**config.mk**
```make
export PLATFORM = sky130hd
export DESIGN_NAME = mic_conditioner
export DESIGN_NICKNAME = d
export VERILOG_FILES = /design/src/rtl/mic_pkg.sv /design/src/rtl/mic_debounce.sv /design/src/rtl/mic_conditioner.sv
export SDC_FILE = /design/constraint.sdc
export NUM_CORES = 1
export LEC_CHECK = 0
export CORE_MARGIN = 2
export CORE_UTILIZATION = 55
export CTS_CLUSTER_DIAMETER = 40
export DETAILED_ROUTE_END_ITERATION = 6
export PLACE_DENSITY = 0.77
export SETUP_SLACK_MARGIN = 0.2
export SLEW_MARGIN = 20
export SYNTH_ARGS = -nofsm -noshare
export SYNTH_HDL_FRONTEND = slang
export SYNTH_HIERARCHICAL = 1
export SYNTH_SLANG_ARGS = --single-unit
```
**constraint.sdc**
```tcl
create_clock -name clk -period 4.5 [get_ports clk]
set_clock_uncertainty 0.15 [all_clocks]
set_input_delay 0.9 -clock clk [delete_from_list [all_inputs] [get_ports clk]]
set_output_delay 0.9 -clock clk [all_outputs]
set_load 0.01 [all_outputs]
```
**src/rtl/mic_pkg.sv**
```systemverilog
// Shared types and 50 MHz defaults for the microphone front-end.
package mic_pkg;

    typedef enum logic [1:0] {
        IDLE,
        GROUP,
        REPORT
    } clap_state_t;

    localparam int DEBOUNCE_DEF  = 50000;
    localparam int WINDOW_DEF    = 25000000;
    localparam int MAX_CLAPS_DEF = 3;
    localparam int COUNT_W       = 3;

endpackage

```
**src/rtl/mic_debounce.sv**
```systemverilog
// Two-flop synchroniser plus stability counter; reusable for push buttons.
module mic_debounce
    import mic_pkg::*;
#(
    parameter int CYCLES = DEBOUNCE_DEF
) (
    input  logic clk,
    input  logic rst,
    input  logic raw,
    output logic level
);

    localparam int CW = $clog2(CYCLES + 1);

    logic          sync1;
    logic          sync2;
    logic [CW-1:0] cnt;

    always_ff @(posedge clk or posedge rst) begin
        if (rst) begin
            sync1 <= 1'b0;
            sync2 <= 1'b0;
            level <= 1'b0;
            cnt   <= '0;
        end else begin
            sync1 <= raw;
            sync2 <= sync1;
            // Any sample agreeing with the current level restarts the stability run
            if (sync2 == level) begin
                cnt <= '0;
            end else if (cnt == CW'(CYCLES - 1)) begin
                level <= sync2;
                cnt   <= '0;
            end else begin
                cnt <= cnt + CW'(1);
            end
        end
    end

endmodule

```
**src/rtl/mic_conditioner.sv**
```systemverilog
// Microphone front-end: debounce, onset pulse and clap grouping.
// Define MIC_COND_MULTICLAP_EN to build the windowed grouping FSM; otherwise each onset reports one clap.
module mic_conditioner
    import mic_pkg::*;
#(
    parameter int DEBOUNCE_CYCLES = DEBOUNCE_DEF,
    parameter int WINDOW_CYCLES   = WINDOW_DEF,
    parameter int MAX_CLAPS       = MAX_CLAPS_DEF
) (
    input  logic               clk,
    input  logic               rst,
    input  logic               mic,
    input  logic               enable,
    output logic               sound_level,
    output logic               sound_pulse,
    output logic               clap_pulse,
    output logic [COUNT_W-1:0] clap_count,
    output logic               busy
);

    logic deb_level;
    logic rise;

    mic_debounce #(.CYCLES(DEBOUNCE_CYCLES)) u_debounce (
        .clk   (clk),
        .rst   (rst),
        .raw   (mic),
        .level (deb_level)
    );

    // The FSM acts on the same-cycle onset so its state lines up with the registered pulse
    assign rise = deb_level & ~sound_level & enable;

    always_ff @(posedge clk or posedge rst) begin
        if (rst) begin
            sound_level <= 1'b0;
            sound_pulse <= 1'b0;
        end else begin
            sound_level <= deb_level;
            sound_pulse <= rise;
        end
    end

`ifdef MIC_COND_MULTICLAP_EN
    localparam int TW = $clog2(WINDOW_CYCLES + 1);

    clap_state_t        state, state_nxt;
    logic [COUNT_W-1:0] count, count_nxt;
    logic [TW-1:0]      timer, timer_nxt;

    always_comb begin
        state_nxt = state;
        count_nxt = count;
        timer_nxt = timer;
        case (state)
            IDLE: begin
                if (rise) begin
                    state_nxt = GROUP;
                    count_nxt = COUNT_W'(1);
                    timer_nxt = '0;
                end
            end
            GROUP: begin
                if (!enable) begin
                    state_nxt = IDLE;
                    count_nxt = '0;
                    timer_nxt = '0;
                end else if (rise) begin
                    // An onset on the terminal cycle wins over the report
                    count_nxt = (count >= COUNT_W'(MAX_CLAPS)) ? COUNT_W'(MAX_CLAPS)
                                                               : count + COUNT_W'(1);
                    timer_nxt = '0;
                end else if (timer == TW'(WINDOW_CYCLES - 1)) begin
                    state_nxt = REPORT;
                end else begin
                    timer_nxt = timer + TW'(1);
                end
            end
            REPORT: begin
                state_nxt = IDLE;
                count_nxt = '0;
                timer_nxt = '0;
            end
            default: begin
                state_nxt = IDLE;
                count_nxt = '0;
                timer_nxt = '0;
            end
        endcase
    end

    always_ff @(posedge clk or posedge rst) begin
        if (rst) begin
            state      <= IDLE;
            count      <= '0;
            timer      <= '0;
            clap_pulse <= 1'b0;
            clap_count <= '0;
            busy       <= 1'b0;
        end else begin
            state      <= state_nxt;
            count      <= count_nxt;
            timer      <= timer_nxt;
            clap_pulse <= (state_nxt == REPORT);
            busy       <= (state_nxt != IDLE);
            if (state_nxt == REPORT) clap_count <= count;
        end
    end
`else
    always_ff @(posedge clk or posedge rst) begin
        if (rst) begin
            clap_pulse <= 1'b0;
            clap_count <= '0;
        end else begin
            clap_pulse <= sound_pulse;
            if (sound_pulse) clap_count <= COUNT_W'(1);
        end
    end

    assign busy = 1'b0;
`endif

endmodule

```
==> reports/results.ini <==
[status]
status = complete, no violations

[final_layout]
final_cell_mix = dfrtp_1 (23), nor2_1 (15), xnor2_1 (9), clkdlybuf4s50_1 (7), xor2_1 (6)
layout.nets = 110
drive_gt1_share_pct = 15.4
area_growth_pct = 6.99
diodes = 0
filler_cell_count = 164
final_common_cell = dfrtp_1

[worst_setup_path]
critPathLaunchType = register
endpoint_kind = primary output
path_buf_inv = 1
slowest_delay_ps = 530
critical_path_required_ps = 3450
path_class = register to primary output
cp_max_fo = 3
critPathTopFamily = buffers and inverters
slowest_stage = clkdlybuf4s50_1
cp_cell_sequence = clkdlybuf4s50_1
cp.arrival_ps = 1220

[timing]
rsz0062_at_grt = false
drv_slew = 0
final.period_utilization_pct = 50.4
tightestPinTransition_ps = 709
hold_viol_final = 0
maxSlewHeadroom_pct = 52.7
fmax_mhz = 441
tns_ps = 0
holdWs_ps = 222
setup_violations = 0
period_minus_slack_ps = 2270

[clock_network]
cts_hold_buffers = 0
cts_resized = 0
htreeDepth = 1
post-cts-setup-buffers = 0
clockBufferDepth = 2
cts_tree = built
insertion_delay_ps = 310
cts.sinks = 23
numCtsBuffers = 3
root_buffer = clkbuf_4
clk_pin_slew_ps = 120

[hold_path]
hold_class = register to register

[yosys]
synth_cells = 98
synth-seq-cells = 23
synth_area_leaders = dfrtp_1 (51%), xnor2_1 (7.0%), nor2_1 (5.0%)
synth_area_leader_cell = dfrtp_1
synth-warning-count = 6
ys_seq_area_share_pct = 51.1
ys_types = 29
syn_area_um2 = 1130
avgSynthCellArea_um2 = 11.5
synth_flop_cell = dfrtp_1
yosys.area.top_type_share_pct = 51.1
async_reset_ff_share_pct = 100
synth_edf_count = 0

[pwr]
p_clk_share_pct = 28.9
cellPowerDensity_nw_per_um2 = 265
p_switching_mw = 0.0723
vdd.ir_drop.worst_v = 0.000242
p_int_mw = 0.248
combPwrFrac_pct = 4.4
total_power_mw = 0.320
pwr-share-seq_pct = 66.7
p_sw_share_pct = 22.6
p_leak_nw = 0.528

[detailed_routing]
drc = 0
first_iter_violations = 9
finalWirelength_um = 1720
drtPass1Iterations = 4
ant_nets = 0
avgViaCountPerCell = 5.34
wl_per_cell_um = 13.2
vias = 699

[floorplanning]
io_pins = 11
die_area_um2 = 2430
coreArea_um2 = 1940
die_h_um = 49.3
initial_core_util_pct = 58.1
rows = 16
die_x_um = 49.3

[job]
drv_cap = 0

[global_route]
grt_pass1_wl_um = 3210
antenna_found_initial = 0
grt_pass1_vias = 690
grt_usage_pct = 17.8
grt-ovfl-total = 0
grt_max_degree = 20

[place]
gp_congestion = 0.752
port_buffers = 7
dp_hpwl_um = 1220

==> logic make-up after synthesis <==
| kind of cell | share of synthesized area (%) |
|---|---|
| adder cells (fa/ha/maj) | 1.11 |
| AND/OR/NAND/NOR | 28.5 |
| flip-flops | 51.1 |
| multiplexers | 0.999 |
| other | 0.333 |
| buffers and inverters | 6.33 |
| XOR/XNOR | 11.7 |
==> worst paths after layout <==
kind,slack [ps],from,to,cells after the start
min,220,u_debounce/sync1,u_debounce/sync2,0
max reg2reg,2640,u_debounce/cnt[0],u_debounce/cnt[9],5
min in group asynchronous,620,rst,sound_pulse,2
max in group asynchronous,2890,rst,u_debounce/cnt[2],2
max,2230,sound_pulse,sound_pulse,1
min reg2reg,220,u_debounce/sync1,u_debounce/sync2,0
==> cell usage after synthesis (all sizes together) (2+ instances only) <==
library cell	count
and3	3
buf	7
dfrtp	23
inv	3
nand2	2
nand3	6
nand4	7
nor2	17
nor3	2
nor4	3
xnor2	9
xor2	6
==> power groups by stage <==
| stage | Combinational (mW) | Sequential [mW] | Clock, mW |
|---|---|---|---|
| 2_1_floorplan | 0.0122 | 0.217 | 0 |
| 3_3_place_gp | 0.0142 | 0.217 | 0 |
| 3_5_place_dp | 0.0144 | 0.218 | 0 |
| 4_1_cts | 0.0146 | 0.214 | 0.0961 |
| 5_1_grt | 0.0170 | 0.214 | 0.104 |
| 6_report | 0.0141 | 0.213 | 0.0923 |
==> metal layers <==
layer  GRT usage [%]  share of wire [%]  vias to the layer above
met3            2.15                2.3                        4
met4            11.9                2.8                        0
met5               0                  0                        -
met2            28.4                 49                       12
li1                -                  -                      338
met1            22.8                 46                      345
==> registers in the layout, summed over array words and instances, names as in the netlist <==
name	count
clap_pulse	1
u_debounce/sync1	1
clap_count	1
sound_level	1
u_debounce/cnt	16
sound_pulse	1
u_debounce/sync2	1
u_debounce/level	1
==> final cells by class <==
cell class / count / area, um^2 / share of cell area [%]
inverter: 3 / 11.3 / 0.934
timing repair buffer: 7 / 70.1 / 5.81
clock buffer: 3 / 22.5 / 1.87
multi-input combinational: 67 / 488 / 40.5
clock inverter: 1 / 5.00 / 0.415
sequential: 23 / 576 / 47.7
tap: 27 / 33.8 / 2.80
==> per-stage QoR <==
| step | area [um^2] | setup WS [ps] | util (%) | cells |
|---|---|---|---|---|
| after floorplan | 1130 | 2850 | - | 100 |
| after global placement | 1180 | 2510 | 60.7 | 127 |
| after CTS | 1210 | 2220 | 62.1 | 131 |
| final | 1210 | 2230 | 62.1 | 131 |
| after global routing | 1210 | 2170 | 62.1 | 131 |
| after detailed placement | 1180 | 2480 | 60.7 | 127 |
No activity file was read; power rests on OpenSTA's default activity.
==> edit 1: new RTL, same flow settings <==
The package constant `DEBOUNCE_DEF` goes from 50000 to 100000.
--- a/src/rtl/mic_pkg.sv
+++ b/src/rtl/mic_pkg.sv
@@ -8,5 +8,5 @@
     } clap_state_t;
 
-    localparam int DEBOUNCE_DEF  = 50000;
+    localparam int DEBOUNCE_DEF  = 100000;
     localparam int WINDOW_DEF    = 25000000;
     localparam int MAX_CLAPS_DEF = 3;
Check against the original RTL: same outputs for any inputs over 10 cycles, from zero or initial values and one cycle with rst high; that may be too few to reach the edited logic, so the function may still have changed.
==> edit 1 against the unedited design <==
Register-to-register slack worse by 0.21 ns; worst hold slack worse by 0.00055 ns; sequential cell count up 1; area after synthesis down 3.9%; synthesized cell count up 2.0%; worst setup slack worse by 0.0062 ns; wire length up 15%; design area up 0.31%; power up 21%; critical endpoint unchanged.
==> edit 1: results (changes against the unedited design) <==
stage;metric;value;unit;change
detailed_routing;met3 WL post-DR;100;microns;+150%
sta;worst hold-check slack;0.2217;ns;-0.0005470 ns
global_route;GR Layer Usage met2;31.02;%;+2.6 points
global_route;GRT Overall Usage;19.12;%;+1.3 points
cells_and_area;max reg flops;17;;+1
place;Place WS;2.437;ns;-0.04252 ns
detailed_routing;DR vias/cell;5.478;;+2.7%
run_status;outcome;finished clean;;
detailed_routing;drt total wl;1.980;mm;+15%
cells_and_area;share of cells above drive strength 1;7.339;%;-8.0 points
logic_synthesis;Synth area leaders;dfrtp_1 55%, xnor2_1 8.9%, nor2_1 6.2%;;
logic_synthesis;top post-synthesis cells by count;24 x dfrtp_1, 18 x nor2_1, 11 x xnor2_1;;
pwr;peak supply drop;0.3035;mV;+26%
critical_path;worst-case reg-to-reg path depth;4;;-1
pwr;Sw Pwr;74.28;uW;+2.8%
global_route;global-route wire length before repair;3.346;mm;+4.3%
global_route;vias in the first global route;752;;+9.0%
place;dpl hpwl;1.339;mm;+9.5%
pwr;combinational power;15.6;uW;+11%
pwr;Internal Pwr Total;314.0;uW;+27%
detailed_routing;WL/cell;14.56;microns;+11%
place;gpl congestion;0.8483;;+13%
place;placed cell count;132;;+3.9%
cells_and_area;fillers;165;;+0.61%
cells_and_area;nets;115;;+4.5%
pwr;clock share of power;39.1;%;+10 points
logic_synthesis;post-synthesis average cell area;10.84;sq um;-5.8%
global_route;M1 GR Usage;22.85;%;+0.041 points
detailed_routing;Metal-1 WL;788;microns;-0.88%
## edit 1: changes by cell type in the layout (fill, tap and decap cells not counted), sizes merged, moves of 2 or more
cell   delta
nand3     -2
and3      -2
xnor2     +2
nand2     +3
nor4      +3
## edit 1: logic make-up (layout without fill, tap and decap cells)
kind of cell | Yosys count | count (layout) | share of synthesized area (%)
buffers and inverters | 8 | 15 | 4.849
and+or+nand+nor | 48 | 48 | 23.21
DFF | 24 | 24 | 55.43
other | 1 | 3 | 0.3461
adders and majority gates | 1 | 1 | 1.155
xor gates and xnor gates | 16 | 16 | 12.93
muxes | 1 | 1 | 1.039
AOI/OAI and AO/OA | 1 | 1 | 1.039
## edit 1: layout make-up
type	count	area, sq um	area share (%)
Sequential cell	24	600.6	49.64
Multi-Input combinational cell	70	437.9	36.19
Timing Repair Buffer	7	70.07	5.791
Tap cell	27	33.78	2.792
Clock inverter	1	30.03	2.482
Clock buffer	3	22.52	1.861
Inverter	4	15.01	1.241
==> edit 2: new RTL, same settings <==
Made on the original files. Add an input register stage for `mic`, without a reset; this delays it by one clock. The other inputs are not delayed to match.
--- a/src/rtl/mic_conditioner.sv
+++ b/src/rtl/mic_conditioner.sv
@@ -19,4 +19,10 @@
 );
 
+    logic mic_q;
+
+    always_ff @(posedge clk) begin
+        mic_q <= mic;
+    end
+
     logic deb_level;
     logic rise;
@@ -25,5 +31,5 @@
         .clk   (clk),
         .rst   (rst),
-        .raw   (mic),
+        .raw   (mic_q),
         .level (deb_level)
     );
Check against the original RTL: same outputs for any inputs over 10 cycles, from zero or initial values and one cycle with rst high; that may be too few to reach the edited logic, so the function may still have changed.
==> edit 2 against the unedited design <==
Area after synthesis is 1.8% higher; design area is 3.7% higher; largest cell class unchanged; wire length is 3.0% lower; synthesized cell count is 1.0% higher; worst setup slack worse by 0.0098 ns; count of clock-buffer cells in the layout stayed put; power is 21% higher; sequential cell count is 1 higher.
==> edit 2: results (changes against the unedited design) <==
stage;metric;value;unit;change
global_route;vias in the first global route;739;;+7.1%
logic_synthesis;Synth area leaders;dfrtp_1 50%, xnor2_1 6.9%, nor2_1 4.9%;;
detailed_routing;met3 WL post-DR;34;microns;-15%
pwr;Comb pwr share;3.5;%;-0.9 points
logic_synthesis;post-synthesis sequential area ratio;51.91;%;+0.85 points
logic_synthesis;Synth Area in Adders;1.091;%;-0.019 points
cells_and_area;nets;111;;+0.91%
logic_synthesis;multiplexer share of the synthesized area;0.9815;%;-0.017 points
detailed_routing;DR vias/cell;5.288;;-0.90%
critical_path;R2R Setup Slk;2.66;ns;+0.02 ns
logic_synthesis;Unique masters post-synth;30;;+3.4%
global_route;GRT Overall Usage;17.65;%;-0.19 points
place;Place WS;2.486;ns;+0.006580 ns
logic_synthesis;xor and xnor area share after synthesis;11.45;%;-0.20 points
logic_synthesis;FFs w/ async S/R, synth;95.83;%;-4.2 points
pwr;P per Cell Area;310.6;mW/mm^2;+17%
detailed_routing;DR iter-0 viols;7;;-2
sta;worst hold-check slack;0.1977;ns;-0.02464 ns
cells_and_area;fillers;170;;+3.7%
place;dpl hpwl;1.240;mm;+1.4%
logic_synthesis;YS warnings;6;;unchanged
pwr;peak supply drop;0.2313;mV;-4.3%
global_route;global-route wire length before repair;3.215;mm;+0.22%
pwr;Sw Pwr;74.75;uW;+3.5%
die;die width;49.68;microns;+0.81%
logic_synthesis;Post-Synthesis Cells;99;;+1.0%
pwr;LEAKAGE;0.5471;nW;+3.5%
detailed_routing;met2 wire len;793;microns;-5.5%
detailed_routing;drt pass-1 iters;3;;-1
hold_path;WHS Endpoint;u_debounce/sync1;;
cells_and_area;share of cells above drive strength 1;15.24;%;-0.15 points
cells_and_area;Non-Filler Instances;132;;+0.76%
pwr;clk pwr;152;uW;+65%
run_status;outcome;finished clean;;
detailed_routing;Metal-1 WL;785;microns;-1.3%
detailed_routing;drt total wl;1.671;mm;-3.0%
## edit 2: changes by cell type in the layout (fill, tap and decap cells not counted)
cell	unedited run	this run
bufinv_16	0	1
clkinv_2	1	0
dfxtp_1	0	1
## edit 2: cells by family after synthesis
family | Yosys count
other | 1
AND/OR/NAND/NOR | 47
adder cells (fa/ha/maj) | 1
XOR/XNOR | 15
buffers and inverters | 10
flip-flops | 24
multiplexers | 1
## edit 2: per-stage QoR
step	instance area, sq um	utilization [%]
2_1_floorplan	1155	-
3_3_place_gp	1199	61.10
3_5_place_dp	1199	61.10
4_1_cts	1251	63.78
5_1_grt	1251	63.78
6_report	1251	63.78
## edit 2: area by class of cell
type                            instances  area, sq um  share of cell area (%)
Timing Repair Buffer                    7        70.07                   5.600
Clock inverter                          1        30.03                   2.400
Tap cell                               27        33.78                   2.700
Inverter                                3        11.26                  0.9000
Clock buffer                            3        22.52                   1.800
Sequential cell                        24        595.6                   47.60
Multi-Input combinational cell         67        488.0                   39.00
## edit 2: worst max-delay path by stage
stage / start / end / slack, ns / cells past startpoint
3_3_place_gp: rst / u_debounce/cnt[15] / 2.50 / 2
4_1_cts: sound_pulse / sound_pulse / 2.20 / 1
3_5_place_dp: rst / u_debounce/cnt[13] / 2.49 / 2
2_1_floorplan: u_debounce/cnt[0] / u_debounce/level / 2.85 / 5
5_1_grt: sound_pulse / sound_pulse / 2.15 / 1
6_report: sound_pulse / sound_pulse / 2.22 / 1
## edit 2: metal layers
metal / vias up / global-route usage, %
li1: 341 / -
met1: 342 / 22.33
met2: 10 / 27.78
met3: 5 / 1.818
met4: 0 / 13.43
met5: - / 0
